===== src/rtl/fetch_queue_pkg.sv =====
// fetch_queue_pkg
//   Shared types for the fetch front end:
//     - ibus request/response structs and the opcodes the predictor decodes
//     - fetch_entry_t: one buffered instruction {pc, raw_instr, pred_pc}
//     - fetch_state_t: REQ (normal fetch) / DROP (discard stale response)
//     - predict_pc(): static next-PC prediction for a fetched word
//   Optional build macro: FETCH_BTFN_EN
//     defined   -> B-type branches use backward-taken / forward-not-taken
//     undefined -> B-type branches predicted pc+4, no branch adder is built
package fetch_queue_pkg;

    typedef logic [63:0] u64;
    typedef logic [31:0] u32;

    localparam logic [6:0] OP_B   = 7'b1100011;
    localparam logic [6:0] OP_JAL = 7'b1101111;

    typedef struct packed {
        u64   addr;
        logic valid;
    } ibus_req_t;

    typedef struct packed {
        u32   data;
        logic data_ok;
    } ibus_resp_t;

    typedef struct packed {
        u64 pc;
        u32 raw_instr;
        u64 pred_pc;
    } fetch_entry_t;

    typedef enum logic {
        FQ_REQ  = 1'b0,
        FQ_DROP = 1'b1
    } fetch_state_t;

    // Static prediction. JAL is always taken; JALR cannot be resolved without
    // the register file, so it falls through to pc+4 like everything else.
    // All sums wrap modulo 2^64.
    function automatic u64 predict_pc(input u64 pc, input u32 instr);
        u64 nxt;
        nxt = pc + 64'd4;
        case (instr[6:0])
            OP_JAL: nxt = pc + {{43{instr[31]}}, instr[31], instr[19:12],
                                instr[20], instr[30:21], 1'b0};
`ifdef FETCH_BTFN_EN
            // Sign bit of the B-immediate set means a backward branch,
            // which is usually a loop edge: predict taken.
            OP_B: if (instr[31])
                nxt = pc + {{51{instr[31]}}, instr[31], instr[7],
                            instr[30:25], instr[11:8], 1'b0};
`endif
            default: ;
        endcase
        return nxt;
    endfunction

endpackage


===== src/rtl/fetch_fifo.sv =====
// fetch_fifo
//   Register-based FIFO holding fetched entries for decode.
//   Ports:
//     clk, resetn      clock, asynchronous active-low reset
//     push, push_entry write an entry (ignored when full)
//     pop              consume the head entry (ignored when empty)
//     flush            clear the FIFO; wins over push and pop
//     head             entry at the read pointer, straight from registers
//     count            current occupancy
//     count_nxt        occupancy after this cycle's edge, so the owner can
//                      decide whether to launch the next request
module fetch_fifo #(
    parameter int  DEPTH   = 4,
    parameter type entry_t = logic [159:0],
    localparam int PW      = $clog2(DEPTH),
    localparam int CW      = $clog2(DEPTH) + 1
) (
    input  logic          clk,
    input  logic          resetn,
    input  logic          push,
    input  entry_t        push_entry,
    input  logic          pop,
    input  logic          flush,
    output entry_t        head,
    output logic [CW-1:0] count,
    output logic [CW-1:0] count_nxt
);

    localparam logic [CW-1:0] FULL = CW'(DEPTH);

    entry_t        mem_q [DEPTH];
    entry_t        mem_d [DEPTH];
    logic [PW-1:0] wr_ptr_q, wr_ptr_d;
    logic [PW-1:0] rd_ptr_q, rd_ptr_d;
    logic [CW-1:0] cnt_q, cnt_d;
    logic          do_push, do_pop;

    always_comb begin
        mem_d    = mem_q;
        wr_ptr_d = wr_ptr_q;
        rd_ptr_d = rd_ptr_q;
        cnt_d    = cnt_q;
        do_push  = push && (cnt_q != FULL);
        do_pop   = pop && (cnt_q != '0);
        if (flush) begin
            wr_ptr_d = '0;
            rd_ptr_d = '0;
            cnt_d    = '0;
        end else begin
            // DEPTH is a power of two, so pointer increments wrap naturally.
            if (do_push) begin
                mem_d[wr_ptr_q] = push_entry;
                wr_ptr_d        = wr_ptr_q + 1'b1;
            end
            if (do_pop) rd_ptr_d = rd_ptr_q + 1'b1;
            cnt_d = cnt_q + CW'(do_push) - CW'(do_pop);
        end
    end

    always_ff @(posedge clk or negedge resetn) begin
        if (!resetn) begin
            for (int i = 0; i < DEPTH; i++) mem_q[i] <= '0;
            wr_ptr_q <= '0;
            rd_ptr_q <= '0;
            cnt_q    <= '0;
        end else begin
            for (int i = 0; i < DEPTH; i++) mem_q[i] <= mem_d[i];
            wr_ptr_q <= wr_ptr_d;
            rd_ptr_q <= rd_ptr_d;
            cnt_q    <= cnt_d;
        end
    end

    assign head      = mem_q[rd_ptr_q];
    assign count     = cnt_q;
    assign count_nxt = cnt_d;

endmodule


===== src/rtl/fetch_queue.sv =====
// fetch_queue
//   Fetch front end: one outstanding ibus request at a time, static next-PC
//   prediction per fetched word, DEPTH-entry FIFO towards decode, and
//   redirect/flush from execute with discard of a stale in-flight response.
//   Optional build macro: FETCH_BTFN_EN (B-type backward-taken prediction).
//   Ports:
//     clk, resetn       clock, asynchronous active-low reset
//     ireq              ibus request {addr, valid}
//     iresp             ibus response {data, data_ok}
//     redirect_valid    flush queue and refetch from redirect_pc
//     redirect_pc       new fetch address (not alignment-checked)
//     out_valid         head entry valid
//     out_ready         decode accepts head entry
//     out_entry         head entry {pc, raw_instr, pred_pc}
//     count             FIFO occupancy
module fetch_queue
    import fetch_queue_pkg::*;
#(
    parameter int          DEPTH    = 4,
    parameter logic [63:0] RESET_PC = 64'h8000_0000
) (
    input  logic                   clk,
    input  logic                   resetn,
    output ibus_req_t              ireq,
    input  ibus_resp_t             iresp,
    input  logic                   redirect_valid,
    input  logic [63:0]            redirect_pc,
    output logic                   out_valid,
    input  logic                   out_ready,
    output fetch_entry_t           out_entry,
    output logic [$clog2(DEPTH):0] count
);

    localparam int            CW   = $clog2(DEPTH) + 1;
    localparam logic [CW-1:0] FULL = CW'(DEPTH);

    // pc_q doubles as the bus address: it only moves when the outstanding
    // request completes or when nothing is outstanding, so the address stays
    // stable for the whole request, including while in DROP.
    u64           pc_q, pc_d;
    u64           target_q, target_d;
    fetch_state_t state_q, state_d;
    logic         req_vld_q, req_vld_d;

    logic          done;
    logic          push, pop;
    u64            pred;
    fetch_entry_t  push_entry;
    logic [CW-1:0] count_nxt;

    assign done       = req_vld_q && iresp.data_ok;
    assign pred       = predict_pc(pc_q, iresp.data);
    assign push_entry = '{pc: pc_q, raw_instr: iresp.data, pred_pc: pred};
    assign pop        = out_valid && out_ready;

    always_comb begin
        pc_d     = pc_q;
        target_d = target_q;
        state_d  = state_q;
        push     = 1'b0;
        if (redirect_valid) begin
            // Redirect overrides everything; a response landing this same
            // cycle is already stale, so it is dropped on the spot.
            if (!req_vld_q || iresp.data_ok) begin
                pc_d    = redirect_pc;
                state_d = FQ_REQ;
            end else begin
                // Bus still owes us a response for the old address: keep the
                // request held and park the new PC until the response drains.
                state_d  = FQ_DROP;
                target_d = redirect_pc;
            end
        end else if (done) begin
            if (state_q == FQ_DROP) begin
                pc_d    = target_q;
                state_d = FQ_REQ;
            end else begin
                push = 1'b1;
                pc_d = pred;
            end
        end
    end

    // Request valid is registered from next-cycle state so a new request
    // starts the cycle after the previous one completes. A request is only
    // launched with room for its entry; occupancy cannot grow while it is
    // outstanding, so valid stays high until data_ok.
    always_comb begin
        req_vld_d = (state_d == FQ_DROP) || (count_nxt != FULL);
    end

    always_ff @(posedge clk or negedge resetn) begin
        if (!resetn) begin
            pc_q      <= RESET_PC;
            target_q  <= '0;
            state_q   <= FQ_REQ;
            req_vld_q <= 1'b0;
        end else begin
            pc_q      <= pc_d;
            target_q  <= target_d;
            state_q   <= state_d;
            req_vld_q <= req_vld_d;
        end
    end

    fetch_fifo #(
        .DEPTH   (DEPTH),
        .entry_t (fetch_entry_t)
    ) u_fifo (
        .clk        (clk),
        .resetn     (resetn),
        .push       (push),
        .push_entry (push_entry),
        .pop        (pop),
        .flush      (redirect_valid),
        .head       (out_entry),
        .count      (count),
        .count_nxt  (count_nxt)
    );

    assign out_valid = (count != '0);
    assign ireq      = '{addr: pc_q, valid: req_vld_q};

endmodule


===== config.mk =====
export PLATFORM = sky130hd
export DESIGN_NAME = fetch_queue
export DESIGN_NICKNAME = d
export VERILOG_FILES = /design/src/rtl/fetch_queue_pkg.sv /design/src/rtl/fetch_fifo.sv /design/src/rtl/fetch_queue.sv
export SDC_FILE = /design/constraint.sdc
export NUM_CORES = 1
export LEC_CHECK = 0
export BUFFER_PORTS_ARGS = -buffer_cell sky130_fd_sc_hd__buf_2
export CAP_MARGIN = 20
export CORE_MARGIN = 2
export CORE_UTILIZATION = 45
export CTS_BUF_LIST = sky130_fd_sc_hd__clkbuf_16
export DETAILED_ROUTE_END_ITERATION = 7
export PLACE_DENSITY = 0.75
export REMOVE_ABC_BUFFERS = 1
export SLEW_MARGIN = 15
export SYNTH_ARGS = -nofsm -noshare
export SYNTH_HDL_FRONTEND = slang
export SYNTH_SLANG_ARGS = --single-unit

===== constraint.sdc =====
create_clock -name clk -period 7.7 [get_ports clk]
set_input_delay 0.77 -clock clk [delete_from_list [all_inputs] [get_ports clk]]
set_output_delay 0.77 -clock clk [all_outputs]
set_load 0.005 [all_outputs]

==> flow_summary.toml <==
[status]
outcome = "finished, final reports clean"

[sta]
grt_setup_unrepaired = "false"
worstMarginPinSlew_ps = 1140
min_period_over_period_pct = 71.3
setup_viol = 0
skew_ps = 42.4
timing.final.crit_period_ps = 5490
relSlewSlack_pct = 23.7
hold-worst-slack_ps = 123
max_clock_freq_ghz = 0.182
setup_tns_ps = 0
hold_viol = 0
drv_slew = 0

[synth]
avgSynthCellArea_um2 = 9.35
syn_area_um2 = 39100
synthTopCellsByArea = "dfrtp_1 49%, nand2_1 16%, mux4_2 9.2%"
synth_top_area_share_pct = 49.5
syn_inst = 4179
synthAdderAreaFrac_pct = 2.31
synthMuxAreaShare_pct = 11.9
synth_seq_cells = 773
yosysMostFrequentCell = "nand2_1"
synth_edf_count = 0
synthXorXnorAreaFrac_pct = 2.38
yosysWarnings = 0
postSynth.asyncResetShare_pct = 100
synthTopCellsByCount = "1,640 x nand2_1, 772 x dfrtp_1, 263 x o21ai_0"
yosysUniqueCellTypes = 87
yosysTopAreaCell = "dfrtp_1"
synthFlopType = "dfrtp_1"
synth_compound_area_share_pct = 10.3
synth-simple-area-share_pct = 20.1
synth_top_family_by_area = "simple AND/OR/NAND/NOR gates"
yosysSeqAreaShare_pct = 49.5

[floorplanning]
die-area_um2 = 89200
die_x_um = 299
rows = 108
fp.dieH_um = 299
core_area_um2 = 86300
ioPinCount = 330
start_util_pct = 45.2

[clocking]
cts-root-buf = "clkbuf_16"
cts-buffers-inserted = 85
clock-sinks = 773
cts_setup_buffers = 0
cts_tree = "yes"
hold_buffers = 0
cts_resized = 0
cts_max_level = 3
clk_latency_ps = 670
cts_max_path_buffers = 3
path_clk_slew_ps = 60

[placed_design]
port_buffers = 329
place_hpwl_um = 76400
gp_congestion = 0.897
placed_area_um2 = 41400

[routing]
wire_per_inst_um = 21.8
drc = 0
num_vias = 31768
finalWirelength_um = 121000
drt-vias-per-instance = 5.71
drt-pass1-iter-count = 6
initialDrtViolationCount = 3090
final_antenna_net_count = 0

[global_route]
grt_use_total_pct = 27.1
grt_max_degree = 177
grt_pass1_vias = 31776
antenna_found_initial = 30
grt_pass1_wl_um = 188000
grt.overflow.total = 0

[finish]
fin_nets = 4506
syn2layout_area_growth_pct = 12.8
finalInstanceArea_um2 = 44100
fillers = 7763
layout-drive-gt1-share_pct = 17.9

[critical_path]
path_cells = "buf_4, inv_2, buf_4, o21a_4, nor2_1, buf_4, nand2_1, a31oi_1, nand2_4, buf_4, buf_4, o21ai_0"
startpoint_type = "primary input"
critPathTopFamily = "buffers and inverters"
crit_path_max_incr_delay_ps = 900
crit_fanout = 87
path_common_cell = "buf_4"
worstPathRequired_ps = 8170
cp_data_arrival_time_ps = 5970
crit_buf_inv = 6
cp_slowest_cell = "buf_4"
endpoint_kind = "flop"
critPathKind = "in -> reg"

[power_and_ir_drop]
leakage_nw = 21.5
p_sw_share_pct = 39.4
power_mw = 18.4
power_density_nw_per_um2 = 417
combPwrFrac_pct = 39.5
power_frac_seq_pct = 38.9
clkPwrFrac_pct = 21.6
ir_worst_vdd_v = 0.000248
p_int_mw = 11.1
p_sw_mw = 7.24

[worst_hold_path]
hold_path.class = "in -> async"

[flow_run]
max_cap_violations = 0
-- layout make-up --
type	count	area (um2)	area share [%]
Timing Repair Buffer	377	2060	4.67
Clock inverter	62	497	1.13
Inverter	36	135	0.307
Clock buffer	86	2150	4.88
Tap cell	1155	1450	3.28
Multi-Input combinational cell	3061	18400	41.8
Antenna cell	13	32.5	0.0738
Sequential cell	773	19400	43.9
-- metal layers --
metal  global-route usage (%)  vias to the layer above  routed length [um]
met5                        0                        -                 245
li1                         -                    14428                   -
met1                     36.9                    15827               50400
met2                     43.3                     1246               56900
met3                     5.67                      231               10100
met4                     9.56                       36                3570
-- path summary, 6_finish.rpt --
| check | slack [ps] | from | end | depth (start not counted) |
|---|---|---|---|---|
| max in group asynchronous | 5580 | resetn | u_fifo.mem_q[230] | 3 |
| min in group clk | 340 | redirect_valid | u_fifo.rd_ptr_q[0] | 2 |
| min | 120 | resetn | u_fifo.count[0] | 1 |
| min reg2reg | 470 | u_fifo.mem_q[302] | u_fifo.mem_q[302] | 2 |
| max | 2210 | redirect_valid | u_fifo.mem_q[337] | 12 |
| max reg2reg | 2480 | req_vld_q | u_fifo.mem_q[337] | 10 |
-- power groups by stage --
| stage | Clock, mW | Sequential [mW] | Combinational (mW) |
|---|---|---|---|
| after floorplan | 0 | 6.79 | 4.87 |
| after global placement | 0 | 7.07 | 7.05 |
| after detailed placement | 0 | 7.16 | 7.21 |
| after CTS | 4.02 | 7.11 | 7.26 |
| after global routing | 4.20 | 7.34 | 8.03 |
| final | 3.97 | 7.15 | 7.26 |
-- layout by cell type, fill, tap and decap left out, drive strengths merged, types with 37 or more instances in the layout --
| master | netlist | layout |
|---|---|---|
| mux2 | 83 | 83 |
| nand4 | 37 | 37 |
| clkbuf | 215 | 86 |
| nor2 | 126 | 126 |
| nand2 | 1641 | 1641 |
| mux4 | 159 | 159 |
| a21oi | 155 | 155 |
| ha | 69 | 69 |
| o21ai | 314 | 314 |
| xor2 | 43 | 43 |
| buf | 94 | 377 |
| nand3 | 42 | 42 |
| dfrtp | 772 | 772 |
| inv | 35 | 56 |
| xnor2 | 63 | 63 |
-- stage by stage --
stage | setup WS, ps | util [%] | instances
6_report | 2210 | 51.0 | 5563
4_1_cts | 2280 | 51.0 | 5550
3_3_place_gp | 1800 | 47.9 | 5402
3_5_place_dp | 1610 | 47.9 | 5402
2_1_floorplan | 80.0 | - | 3870
5_1_grt | 1990 | 51.0 | 5557
-- registers in the layout, summed over array words and instances, names as in the netlist --
signal	count
pc_q	64
u_fifo.rd_ptr_q	2
req_vld_q	1
state_q	1
target_q	64
u_fifo.wr_ptr_q	2
u_fifo.mem_q	636
u_fifo.count	3
-- cell families (layout without fill, tap and decap cells) --
| logic type | Yosys count | in the layout |
|---|---|---|
| muxes | 254 | 254 |
| and+or+nand+nor | 1959 | 1959 |
| other | 0 | 13 |
| AOI/OAI and AO/OA | 671 | 671 |
| buffers and inverters | 345 | 561 |
| adders and majority gates | 71 | 71 |
| DFF | 773 | 773 |
| xor gates and xnor gates | 106 | 106 |
No activity file was read; power rests on OpenSTA's default activity.
